===== config.mk =====
export PLATFORM = sky130hd
export DESIGN_NAME = alu_serial_seq
export DESIGN_NICKNAME = d
export VERILOG_FILES = /design/src/rtl/alu_serial_seq.sv
export SDC_FILE = /design/constraint.sdc
export NUM_CORES = 1
export LEC_CHECK = 0
export CAP_MARGIN = 40
export CORE_MARGIN = 2
export CORE_UTILIZATION = 50
export CTS_CLUSTER_DIAMETER = 120
export CTS_CLUSTER_SIZE = 40
export DETAILED_ROUTE_END_ITERATION = 7
export GPL_TIMING_DRIVEN = 0
export PLACE_DENSITY = 0.89
export SYNTH_ARGS = -nofsm -noshare
export SYNTH_HDL_FRONTEND = slang
export SYNTH_SLANG_ARGS = --single-unit
export TNS_END_PERCENT = 100

===== constraint.sdc =====
create_clock -name clk -period 2.6 [get_ports clk]
set_input_delay 0.39 -clock clk [delete_from_list [all_inputs] [get_ports clk]]
set_output_delay 0.39 -clock clk [all_outputs]
set_load 0.01 [all_outputs]

===== src/rtl/alu_serial_seq.sv =====
// Bit-serial N-bit ALU sequencer: feeds a one-bit NOR/XOR/ADD/SUB slice LSB first, one bit per clock.
// Define ALU_SERIAL_OVF_EN to add the signed-overflow output out_ovf.
module alu_serial_seq #(
  parameter int N = 8
) (
  input  logic         clk,
  input  logic         rst,
  input  logic         in_valid,
  output logic         in_ready,
  input  logic [N-1:0] in_a,
  input  logic [N-1:0] in_b,
  input  logic [1:0]   in_op,
  output logic         out_valid,
  input  logic         out_ready,
  output logic [N-1:0] out_s,
  output logic         out_cout
`ifdef ALU_SERIAL_OVF_EN
  ,
  output logic         out_ovf
`endif
);

  localparam int            CW       = (N > 1) ? $clog2(N) : 1;
  localparam logic [CW-1:0] LAST_BIT = CW'(N - 1);
  localparam logic [1:0]    OP_SUB   = 2'b11;

  typedef enum logic [1:0] {
    ST_IDLE = 2'b00,
    ST_RUN  = 2'b01,
    ST_DONE = 2'b10
  } state_t;

  state_t        r_state;
  state_t        w_state_nxt;
  logic [N-1:0]  r_a;
  logic [N-1:0]  r_b;
  logic [N-1:0]  r_res;
  logic [1:0]    r_op;
  logic [CW-1:0] r_cnt;
  logic          r_carry;
  logic          r_in_ready;
  logic          r_out_valid;
  logic          r_out_cout;
  logic          w_accept;
  logic          w_last;
  logic          w_arith;
  logic          w_s;
  logic          w_cout;
  logic [1:0]    w_slice;
`ifdef ALU_SERIAL_OVF_EN
  logic          r_out_ovf;
`endif

  // One-bit slice, returns {cout, s}; SUB inverts b and relies on the carry loop starting at 1.
  function automatic logic [1:0] alu1bit(input logic a, input logic b, input logic cin,
                                         input logic [1:0] op);
    logic       bx;
    logic [1:0] r;
    bx = b ^ op[0];
    case (op)
      2'b00:        r = {1'b0, ~(a | b)};
      2'b01:        r = {1'b0, a ^ b};
      2'b10, 2'b11: r = {(a & bx) | (a & cin) | (bx & cin), a ^ bx ^ cin};
      default:      r = 2'b00;
    endcase
    return r;
  endfunction

  // Next-state decode and the slice evaluation for the current bit.
  always_comb begin
    w_state_nxt = r_state;
    w_accept    = 1'b0;
    w_last      = (r_cnt == LAST_BIT);
    w_arith     = r_op[1];
    w_slice     = alu1bit(r_a[r_cnt], r_b[r_cnt], r_carry, r_op);
    w_s         = w_slice[0];
    w_cout      = w_slice[1];
    case (r_state)
      ST_IDLE: begin
        if (in_valid && r_in_ready) begin
          w_accept    = 1'b1;
          w_state_nxt = ST_RUN;
        end else begin
          w_state_nxt = ST_IDLE;
        end
      end
      ST_RUN: begin
        if (w_last) begin
          w_state_nxt = ST_DONE;
        end else begin
          w_state_nxt = ST_RUN;
        end
      end
      ST_DONE: begin
        if (out_ready) begin
          w_state_nxt = ST_IDLE;
        end else begin
          w_state_nxt = ST_DONE;
        end
      end
      default: w_state_nxt = ST_IDLE;
    endcase
  end

  // State, operand latch, carry loop and result assembly; handshake flags track the next state.
  always_ff @(posedge clk or posedge rst) begin
    if (rst) begin
      r_state     <= ST_IDLE;
      r_in_ready  <= 1'b1;
      r_out_valid <= 1'b0;
      r_a         <= {N{1'b0}};
      r_b         <= {N{1'b0}};
      r_res       <= {N{1'b0}};
      r_op        <= 2'b00;
      r_cnt       <= {CW{1'b0}};
      r_carry     <= 1'b0;
      r_out_cout  <= 1'b0;
`ifdef ALU_SERIAL_OVF_EN
      r_out_ovf   <= 1'b0;
`endif
    end else begin
      r_state     <= w_state_nxt;
      r_in_ready  <= (w_state_nxt == ST_IDLE);
      r_out_valid <= (w_state_nxt == ST_DONE);
      case (r_state)
        ST_IDLE: begin
          if (w_accept) begin
            r_a     <= in_a;
            r_b     <= in_b;
            r_op    <= in_op;
            r_cnt   <= {CW{1'b0}};
            r_carry <= (in_op == OP_SUB);
          end
        end
        ST_RUN: begin
          r_res[r_cnt] <= w_s;
          r_carry      <= w_cout;
          if (w_last) begin
            r_out_cout <= w_arith & w_cout;
`ifdef ALU_SERIAL_OVF_EN
            // r_carry still holds the carry into the MSB during this last bit.
            r_out_ovf  <= w_arith & (r_carry ^ w_cout);
`endif
          end else begin
            r_cnt <= r_cnt + CW'(1);
          end
        end
        default: begin
        end
      endcase
    end
  end

  assign in_ready  = r_in_ready;
  assign out_valid = r_out_valid;
  assign out_s     = r_res;
  assign out_cout  = r_out_cout;
`ifdef ALU_SERIAL_OVF_EN
  assign out_ovf   = r_out_ovf;
`endif

endmodule


* Word level (Yosys, flattened, before mapping)
Index checks and enable logic that the tools add are counted. W data, S select, Z words.
Word-level totals: RAM bits 0, ROM bits 0, output and inout bits 11, bits in registers 35, input bits 22, memories 0, bits in latches 0
Cells by class: shift-type cells 0, $lt $le $gt $ge 2, $add $sub $neg 1, mux-type cells 19, eq/ne operators 10, $mul 0, bitwise logic cells 12, div/mod/pow operators 0, reductions and logical operators 11
Operators by type and width (number):
- $pmux W2 S3 | 2
- $eq A2 B2 Y1 const B | 5
- $bwmux W8 | 1
- $mux W1 | 7
- $bmux W1 S3 | 2
- $logic_not A2 Y1 | 3
- $mux W3 | 2
- $pmux W3 S2 | 1
- $reduce_and A2 Y1 | 3
- $and A1 B1 Y1 | 4
- $eq A2 B1 Y1 const B | 2
- $lt A3 B4 Y1 const B | 1
- $mux W2 | 2
- $ne A2 B2 Y1 const B | 2
- $xor A1 B1 Y1 | 4
- $add A3 B1 Y3 const B | 1
- $demux W1 S3 | 1
- $eq A3 B3 Y1 const B | 1
- $ge A3 B1 Y1 const B | 1
- $or A1 B1 Y1 | 3
- $reduce_and A3 Y1 | 1
- $logic_and A1 B1 Y1 | 2
- $pmux W1 S2 | 1
- $reduce_bool A2 Y1 | 1
- 2 further kinds | 2

* Longest topological paths before layout
depth after elaboration 8, depth in mapped cells 8, gate-level depth less buffers 7

* Worst setup path after synthesis
OpenSTA, ideal clock, no wires.
kind reg-to-reg, from register r_cnt[2], to register r_res[1] (netlist: out_s[1]), arrival time 2.176 ns, slack 0.299 ns, period minus slack after synthesis 2.301 ns, data required time 2.475 ns, cell stages (with the launch flop) 8, cells stage by stage dfrtp_1 -> inv_1 -> mux4_2 -> xnor2_1 -> fa_1 -> nand2_1 -> o21ai_1 -> mux2_2
Between the ends: longest elaborated chain between the ends 7, elaborated cells between the ends (all ways) 17
RTL lines:
- start, declared | RTL line 39 | logic [CW-1:0] r_cnt;
- start signal, assigned | RTL line 115 | r_cnt <= {CW{1'b0}};
- start signal, assigned | RTL line 131 | r_cnt <= {CW{1'b0}};
- start signal, assigned | RTL line 145 | r_cnt <= r_cnt + CW'(1);
- $bmux W1 S3 | RTL line 75 | w_slice = alu1bit(r_a[r_cnt], r_b[r_cnt], r_carry, r_op);
- $mux W1 (implied by the code) | RTL line 75
- $xor A1 B1 Y1 | RTL line 59 | bx = b ^ op[0];
- $xor A1 B1 Y1 (2 in a row) | RTL line 63 | 2'b10, 2'b11: r = {(a & bx) | (a & cin) | (bx & cin), a ^ bx ^ cin};
- $pmux W2 S3 | RTL line 60 | case (op)
- $bwmux W8 (*) | RTL line 136 | r_res[r_cnt] <= w_s;
- end signal, assigned | RTL line 113 | r_res <= {N{1'b0}};
- end signal, assigned by index | RTL line 136
- end, declared | RTL line 37 | logic [N-1:0] r_res;
Every way passes the cells marked *; elsewhere a longest branch is shown, timed or not. The select of a mux whose other input is x is not followed. A chain may end at the register's enable or synchronous reset.

* Worst setup path after layout
from register r_cnt[0], to register r_res[5] (netlist: out_s[5])
Same word-level chain as after synthesis.

==> impl.org <==
** Timing
- Peak clock frequency supported by timing :: a little over 400 MHz
- Between clock sinks in the finished design, the worst skew comes to approximately 6.4 ps.
- The final count of hold timing violations was 0.
- Summed over all failing endpoints, the final setup total negative slack is 0 ps.
- Dividing the final minimum period by the clock period gives 0.9396.
- Counting I/O delays and the setup requirement, the final critical path takes 2443 ps.
- Measured against its own limit, the worst slew margin works out to 0.5362.
- Setup repair after global routing left no endpoint under its margin.
- For the pin with the worst max-slew slack, the measured transition is between 600 and 700 ps.
- The worst path meets setup with roughly 160 ps of slack.
- Setup violations remaining at the end of the flow were counted as 0.
- Max-slew violation total from the final report :: 0

** Worst setup path
- Largest fanout on the critical path :: 9
- For this design, the slowest cell found on the critical path is sky130_fd_sc_hd__mux4_2.
- The worst setup path is launched from a flop.
- The worst setup path is captured at a flop.
- Largest stage delay on the critical path :: 510 ps
- At the worst endpoint, the required time is about 2800 ps.
- Critical path data arrival time :: approximately 2700 ps
- Cell-by-cell trace of the critical path :: buf_6, mux2i_1, mux4_2, xnor2_1, fa_1, nand2_1, o21ai_2, mux2_2
- Type of the worst setup path :: reg2reg

** Power and ir drop
- The design draws 0.002562 W.
- Flop pwr share :: 0.376
- Peak supply drop :: around 0.66 mV
- Of the total power, the share spent switching nets is 0.3494.
- Reported net switching power :: a little under 0.0009 W
- For this design the ratio of total power to cell area is approximately 1200 nW/µm².
- Clk network pwr share :: 0.130
- Design internal power :: around 0.0017 W
- Leak pwr :: roughly 0.89 nW
- Logic gate share of total power :: 0.494

** Yosys
- Of the synthesized area, sequential elements account for 0.5384.
- Total nets after synthesis :: between 100 and 150
- Synthesis instantiated 26 different standard cells from the library.
- In the synthesized netlist, the number of instances is 119.
- The synthesized netlist occupies a cell area of ~1600 µm².
- Flip-flop and latch count after synthesis :: 35
- During synthesis, Yosys emitted a total of 0 warnings.
- Synthesized area per cell :: around 14 µm²

** Placed design
- Placed cell count :: between 150 and 200
- Final RePlAce weighted congestion :: roughly 0.83
- Placed wire-length estimate :: 2288 µm
- Count of input and output buffers :: 32
- At the placement stage, the worst setup path has a slack of roughly 3.5 ps.

** Routing
- After detailed routing, the number of remaining DRC violations is 0.
- Routed via count divided by cell count :: around 5.2
- Number of nets still failing antenna checks after routing :: 0
- Vias :: between 1,000 and 1,500
- The final layout contains routed wiring with a total length of 2963 µm.
- Dividing the detail-routed wire length by the instance count gives around 15 µm.
- First-pass iteration count of the detailed router :: 5
- For this block, the initial DRC count from the detailed router was 29.

** CTS
- The clock tree synthesis step divided the H-tree into 2 levels.
- Root Buffer :: sky130_fd_sc_hd__clkbuf_4
- TritonCTS clock tree :: done
- The later pin in the worst-skew pair is clocked with a latency of 340 ps.
- CTS saw 35 sinks.
- Counting the buffers created by CTS gives 5.
- Clock tree buffer depth :: 2
- Cts hold-fix bufs :: 0
- Clock transition at the registers of the reported paths :: approximately 100 ps
- Post-CTS Repair Setup Buffers :: 0

** Floorplan
- The initialized floorplan defines 20 standard-cell rows.
- From bottom edge to top edge, the die measures 61.08 µm.
- In this run the standard cell core region covers between 3000 and 4000 µm².
- The die is 61.08 µm wide.
- Initial Util :: 0.5293
- Area enclosed by the die boundary :: 3731 µm²
- I/O pin total :: 33

** Hold path
- Path type of the worst min-delay path :: in2async

** Cells and area
- Number of nets in the layout :: 185
- The library cell used most frequently in the layout, excluding fill and tap cells, is sky130_fd_sc_hd__dfrtp_1.
- Leaving out fill and tap cells, the most frequent cells in the layout are sky130_fd_sc_hd__dfrtp_1 (33), sky130_fd_sc_hd__clkdlybuf4s50_1 (32), sky130_fd_sc_hd__mux2_2 (28).
- The layout has 226 filler cells.
- At the end of the flow the core is filled with cells to 0.6841.
- Fraction of final layout cells with drive strength greater than 1 :: 0.3063
- Post-synthesis to final-layout area growth :: 29.26%
- The repair_antennas step left the layout with diodes totalling 0.
- Post-route insts no fill :: roughly 200

** GRT
- Across every metal layer, demand over resource in global routing totals 0.2014.
- Maximum number of pins on one net before global-route repair :: 21
- Initial antenna violation count :: 0
- Met2 track demand over resource in global routing :: 0.3511
- The number of global-route vias before repair was 1,205.
- For this run, global-route usage on met1 was measured as 0.2270.
- The first global-routing pass estimated around 5300 µm of wire.
- Met3 Usage GRT :: 0.07563
- For this run the aggregate overflow at the end of global routing stands at 0.
- Busiest layer in global routing :: met2

** Job
- Max-cap violations in this run came to 0.

** Outcome
- Outcome :: completed
==> timing repair <==
action | in CTS | in global routing
setup endpoints to repair | 2 | 8
gates resized for setup | 1 | 2
pin swaps | 0 | 0
==> cell families (layout without fill, tap and decap cells) <==
kind of cell / Yosys count / after routing / share of synthesized area
AO/OA/AOI/OAI: 7 / 7 / 0.02227
XOR/XNOR: 1 / 1 / 0.005377
adder cells (fa/ha/maj): 4 / 4 / 0.03533
buffers and inverters: 8 / 49 / 0.02534
flip-flops: 35 / 35 / 0.5384
multiplexers: 36 / 36 / 0.2657
AND/OR/NAND/NOR: 28 / 28 / 0.1075
==> state kept, by name, indices dropped and copies added, names as in the netlist <==
register and cells:
out_valid 1, r_state 2, out_cout 1, r_op 2
in_ready 1, r_b 8, r_a 8, r_carry 1
out_s 8, r_cnt 3
==> cell usage after synthesis <==
cell,instances,share of area
sky130_fd_sc_hd__nor2_1,2,0.0046
sky130_fd_sc_hd__buf_6,1,0.0069
sky130_fd_sc_hd__and4bb_2,1,0.0077
sky130_fd_sc_hd__nor3_1,4,0.012
sky130_fd_sc_hd__mux2_2,28,0.19
sky130_fd_sc_hd__nand2b_1,4,0.015
sky130_fd_sc_hd__nor3b_2,1,0.0077
sky130_fd_sc_hd__a31oi_1,1,0.0038
sky130_fd_sc_hd__nand4bb_1,2,0.014
sky130_fd_sc_hd__dfrtp_1,34,0.52
sky130_fd_sc_hd__o21ai_1,1,0.0031
sky130_fd_sc_hd__fa_1,1,0.012
sky130_fd_sc_hd__mux4_2,3,0.041
sky130_fd_sc_hd__nand2_1,4,0.0092
sky130_fd_sc_hd__xnor2_1,1,0.0054
sky130_fd_sc_hd__a21oi_1,1,0.0031
sky130_fd_sc_hd__nand3_1,5,0.015
sky130_fd_sc_hd__dfstp_2,1,0.016
sky130_fd_sc_hd__nand3b_1,3,0.014
sky130_fd_sc_hd__and2_1,2,0.0077
sky130_fd_sc_hd__inv_1,3,0.0069
sky130_fd_sc_hd__ha_1,3,0.023
sky130_fd_sc_hd__o21ai_0,4,0.012
sky130_fd_sc_hd__buf_2,3,0.0092
sky130_fd_sc_hd__clkbuf_1,1,0.0023
sky130_fd_sc_hd__mux2i_1,5,0.031
==> path summary, 6_finish.rpt <==
check / depth (start not counted) / slack [ps] / to / start
worst max-delay path: 8 / 160 / out_s[5] / r_cnt[0]
worst min-delay path: 2 / 440 / r_cnt[0] / rst
worst max register to register: 8 / 160 / out_s[5] / r_cnt[0]
worst min register to register: 1 / 510 / out_cout / out_cout
max in group asynchronous: 3 / 1620 / r_a[4] / rst
min in group clk: 1 / 510 / out_cout / out_cout
==> layout make-up <==
type / count / area, µm² / area share
timing repair buffer: 33 / 347.8 / 0.1652
inverter: 3 / 11.26 / 0.005348
tap: 44 / 55.05 / 0.02614
multi-input combinational: 76 / 714.4 / 0.3393
sequential: 35 / 878.3 / 0.4171
buffer: 5 / 30.03 / 0.01426
clock buffer: 8 / 68.82 / 0.03268
==> layer usage <==
| layer | up-vias | wire [µm] |
|---|---|---|
| li1 | 512 | - |
| met2 | 22 | 1570 |
| met4 | 0 | 40 |
| met3 | 4 | 130 |
| met5 | - | 0 |
| met1 | 532 | 1221 |
==> power groups by stage <==
stage	clock (W)	combinational [W]	sequential, W
floorplan	0	0.000855	0.000967
global placement	0	0.00119	0.000954
detailed placement	0	0.00125	0.000975
CTS	0.000343	0.00126	0.000963
global route	0.000376	0.00140	0.000999
finish	0.000334	0.00126	0.000964
==> through the flow <==
stage | cell area, µm² | hold slack [ps]
6_report | 2106 | 444.2
5_1_grt | 2106 | 476.4
4_1_cts | 2101 | 456.9
3_5_place_dp | 2032 | 492.0
3_3_place_gp | 2004 | 486.6
2_1_floorplan | 1629 | 475.2
==> worst max-delay path, delay by kind of cell (launching register included) <==
| kind | cells | cell delay (ps) |
|---|---|---|
| adder cells (fa/ha/maj) | 1 | 440 |
| flip-flops | 1 | 410 |
| buffers and inverters | 1 | 160 |
| multiplexers | 3 | 920 |
| AND/OR/NAND/NOR | 1 | 100 |
| AO/OA/AOI/OAI | 1 | 100 |
| XOR/XNOR | 1 | 200 |
Note: power is estimated with default switching activity, not from simulation.
